==> src/rtl/pipe_skid_reg.sv <==
// Two-entry elastic pipeline register (skid buffer).
// Registered valid/ready on both sides with synchronous flush.
module pipe_skid_reg #(
    parameter int WIDTH = 8
) (
    input  logic             clk,
    input  logic             resetn,
    input  logic             Flush,
    input  logic             InValid,
    input  logic [WIDTH-1:0] InData,
    output logic             InReady,
    output logic             OutValid,
    output logic [WIDTH-1:0] OutData,
    input  logic             OutReady,
    output logic [1:0]       Occupancy
);

    typedef enum logic [1:0] {
        EMPTY = 2'b00,
        ONE   = 2'b01,
        FULL  = 2'b10
    } state_e;

    state_e           state_q, state_d;
    logic [WIDTH-1:0] main_q, main_d;
    logic [WIDTH-1:0] skid_q, skid_d;

    // Next-state and datapath: flush wins, then the handshake transitions
    always_comb begin
        state_d = state_q;
        main_d  = main_q;
        skid_d  = skid_q;
        if (Flush) begin
            state_d = EMPTY;
            main_d  = '0;
            skid_d  = '0;
        end else begin
            case (state_q)
                EMPTY: begin
                    if (InValid) begin
                        main_d  = InData;
                        state_d = ONE;
                    end
                end
                ONE: begin
                    if (InValid && OutReady) begin
                        main_d = InData;
                    end else if (InValid) begin
                        skid_d  = InData;
                        state_d = FULL;
                    end else if (OutReady) begin
                        state_d = EMPTY;
                    end
                end
                FULL: begin
                    if (OutReady) begin
                        main_d  = skid_q;
                        state_d = ONE;
                    end
                end
                default: begin
                    state_d = EMPTY;
                end
            endcase
        end
    end

    // State and storage registers with synchronous active-low reset
    always_ff @(posedge clk) begin
        if (!resetn) begin
            state_q <= EMPTY;
            main_q  <= '0;
            skid_q  <= '0;
        end else begin
            state_q <= state_d;
            main_q  <= main_d;
            skid_q  <= skid_d;
        end
    end

    // Handshake outputs decoded purely from the state register;
    // a stray encoding accepts nothing until it falls back to EMPTY
    always_comb begin
        InReady   = 1'b0;
        OutValid  = 1'b0;
        Occupancy = 2'd0;
        case (state_q)
            EMPTY: begin
                InReady = 1'b1;
            end
            ONE: begin
                InReady   = 1'b1;
                OutValid  = 1'b1;
                Occupancy = 2'd1;
            end
            FULL: begin
                OutValid  = 1'b1;
                Occupancy = 2'd2;
            end
            default: begin
                InReady = 1'b0;
            end
        endcase
    end

    assign OutData = main_q;

endmodule

==> config.mk <==
export PLATFORM = sky130hd
export DESIGN_NAME = pipe_skid_reg
export DESIGN_NICKNAME = d
export VERILOG_FILES = /design/src/rtl/pipe_skid_reg.sv
export SDC_FILE = /design/constraint.sdc
export NUM_CORES = 1
export LEC_CHECK = 0
export BUFFER_PORTS_ARGS = -buffer_cell sky130_fd_sc_hd__buf_2
export CAP_MARGIN = 20
export CORE_ASPECT_RATIO = 1.4
export CORE_MARGIN = 4
export CORE_UTILIZATION = 46
export CTS_BUF_LIST = sky130_fd_sc_hd__clkbuf_16
export DETAILED_ROUTE_END_ITERATION = 10
export PLACE_DENSITY = 0.82
export REMOVE_ABC_BUFFERS = 1
export SETUP_SLACK_MARGIN = 0.3
export SKIP_CTS_REPAIR_TIMING = 1
export SYNTH_ARGS = -nofsm -noshare
export SYNTH_HDL_FRONTEND = slang
export SYNTH_SLANG_ARGS = --single-unit
==> constraint.sdc <==
create_clock -name clk -period 1.5 [get_ports clk]
set_clock_uncertainty 0.05 [all_clocks]
set_input_delay 0.075 -clock clk [delete_from_list [all_inputs] [get_ports clk]]
set_output_delay 0.075 -clock clk [all_outputs]
set_load 0.005 [all_outputs]
==> impl_results.md <==
- Diodes inserted: 0
- Peak supply drop: 595 uV
- Crit path from: state_q[1]
- Nets@finish: 140
- Power Internal: slightly below 1 mW
- Crit path arrival time: about 1.6 ns
- Gate power share: 0.180
- Worst-path fanout max: 3
- Status: completed
- Max-slew headroom: 0.847
- Overall Power: between 1 and 1.5 mW
- CP startpoint kind: flip-flop
- Fin. Hold Viols: 0
- Gate Count Post-Synth: ~90
- PortBufs: 24
- DR vias: 819
- Tcrit/Tclk final: 0.979
- DRT Pass-1 Iters: 4
- CTS sink cnt: 18
- Final ANT Viol Nets: 0
- Maximum clock frequency: a little under 0.7 GHz
- Core Footprint: 0.00197 sq mm
- Die height: 61.8 um
- GRT overflow: 0
- Number of global-route vias before repair: 750
- CTS root buf: clkbuf_16
- Max Cap Viol: 0
- Worst r2r dst: state_q[0]
- Sw Ratio: 0.235
- Synth-to-Final Area Change: 43.8%
- Clock Power Share: 0.416
- Post-detail-place hpwl: 1.62 mm
- Max-slew violation count: 0
- Endpoints failing setup: 0
- Layout cell share with drive strength beyond 1: 0.566
- Ys Warns: 0
- RSZ-0062 raised after global routing: true
- Routed wire per std cell: between 15 and 20 um
- Mapped cell area: 951 sq um
- Switching power total: between 200 and 300 uW
- GPL Wtd Cong: 0.871
- Initial Util: 0.482
- Initial antenna violation count: 0
- CP peak stage delay: 0.36 ns
- Clock Tree Buf Depth: 2
- Hold_ws: approximately 0.028 ns
- CTS tree: yes
- P_leak: 0.589 nW
- HP Class: in2reg
- Reg-to-reg critical path startpoint: state_q[1]
- Worst path required time: 1.59 ns
- Die area: 0.00287 sq mm
- Largest net degree at the start of global routing: 20
- DRT Wirelength: ~2.5 mm
- Yosys cell types: 22
- First-pass GRT wire length: about 3.4 mm
- Worst path cell trace: inv_6 -> ha_4 -> or2b_1 -> o211a_1 -> mux2_4
- H-tree level count: 1
- CP Class: reg2reg
- Slowest cell on the critical path: dfxtp_4
- DR DRC count: 0
- Total CTS buffers: 3
- Flop pwr share: 0.404
- Post-synthesis sequential area ratio: 0.379
- Clock Latency Late Sink: ~0.25 ns
- Worst Max-Slew Pin Slew: 0.222 ns
- R2R Setup Slk: 0.03 ns
- Crit. End Element: flip-flop
- Synthesized flop and latch total: 18
- Fillers: 144
- Minimum clock period: 1.47 ns
- Via/cell ratio: 5.73
- Reg clk slew, reported paths: 0.05 ns
- IO Count: 25
- Die W: 46.4 um
- Power Density: 923 mW/mm^2
- All-Layer GR Usage: 0.162
- Worst reg-to-reg path cell count: 5
- First DRT Iteration DRCs: 24
- Synthesized area per cell: 10.7 sq um
- Cell Rows: 19
- CP endpoint: state_q[0]
final cells by class:
class                           instances  area, sq um  area share
Sequential cell                        18          368       0.269
Multi-Input combinational cell         59          629       0.460
Clock buffer                            3         75.1      0.0549
Inverter                                4         22.5      0.0165
Timing Repair Buffer                   37          243       0.177
Clock inverter                          1         3.75     0.00274
Tap cell                               21         26.3      0.0192
cells in the final DEF, fill, tap and decap left out, types with 2 or more instances in the layout:
cell       synthesis  final
buf_2              4     23
dfxtp_1           18     16
mux2i_1           16     16
nor2_1            11     11
a41oi_2            0      8
a211oi_2           8      8
buf_4              1      8
buf_6              2      6
clkbuf_16          0      3
ha_4               0      2
dfxtp_4            0      2
per-layer routing:
metal	part of all wire	vias up	wire (um)	GRT usage
li1	-	395	-	-
met1	0.41	397	1040	0.204
met2	0.54	20	1370	0.266
met3	0.032	7	82	0.0288
met4	0.019	0	49	0.0732
met5	0	-	0	0
Yosys cell counts, drive strengths merged:
| cell | number | area, sq um |
|---|---|---|
| dfxtp | 18 | 360 |
| mux2i | 16 | 160 |
| nor2 | 11 | 41.3 |
| a211oi | 8 | 100 |
| a41oi | 8 | 70.1 |
| buf | 8 | 53.8 |
| ha | 4 | 50.1 |
| inv | 4 | 15.0 |
| nand2b | 2 | 12.5 |
| a21bo | 1 | 10.0 |
| and4 | 1 | 11.3 |
| mux2 | 1 | 11.3 |
| nand3b | 1 | 7.51 |
| o211a | 1 | 10.0 |
| o31ai | 1 | 7.51 |
| or2 | 1 | 6.26 |
| or2b | 1 | 7.51 |
| or4 | 1 | 7.51 |
| xor2 | 1 | 8.76 |
worst min-delay path by stage:
stage | endpoint | cells past startpoint | startpoint | slack [ns]
after floorplan | skid_q[0] | 2 | InData[0] | 0.17
after global placement | skid_q[1] | 3 | InData[1] | 0.27
after detailed placement | skid_q[1] | 3 | InData[1] | 0.27
after CTS | skid_q[1] | 3 | InData[1] | 0.02
after global routing | skid_q[3] | 3 | InData[3] | 0.06
final | skid_q[1] | 3 | InData[1] | 0.03
power groups by stage:
stage | combinational, mW | sequential [mW] | clock [mW]
finish | 0.227 | 0.510 | 0.525
global route | 0.244 | 0.511 | 0.552
CTS | 0.185 | 0.507 | 0.527
detailed placement | 0.182 | 0.515 | 0
global placement | 0.177 | 0.514 | 0
floorplan | 0.107 | 0.515 | 0
critical path: cells and delay by family, from the launching register on:
family	cells	cell delay (ns)
flip-flops	1	0.36
multiplexers	1	0.30
AND/OR/NAND/NOR	1	0.26
AO/OA/AOI/OAI	1	0.17
adder cells (fa/ha/maj)	1	0.13
buffers and inverters	1	0.08
sequential cells by signal, indices dropped and copies added, names as in the netlist:
name / count
OutData: 8
skid_q: 8
state_q: 2
stage by stage:
step	std cells	TNS [ns]	util	setup slack (ns)	instance area (sq um)
global route	143	-0.0155	0.693	-0.0155	1370
floorplan	81	-2.10	-	-0.256	897
CTS	141	-0.724	0.611	-0.0852	1200
global placement	137	0	0.571	0.0173	1130
finish	143	0	0.693	0.0313	1370
detailed placement	137	-0.331	0.571	-0.0603	1130
logic make-up (layout without fill, tap and decap cells):
kind of cell / after synthesis / in the layout / synth area share
AND/OR/NAND/NOR: 18 / 18 / 0.0987
adder cells (fa/ha/maj): 4 / 4 / 0.0526
XOR/XNOR: 1 / 1 / 0.00921
multiplexers: 17 / 17 / 0.180
AO/OA/AOI/OAI: 19 / 19 / 0.208
flip-flops: 18 / 18 / 0.379
buffers and inverters: 12 / 45 / 0.0724
Power figures use the tool's default switching activity.
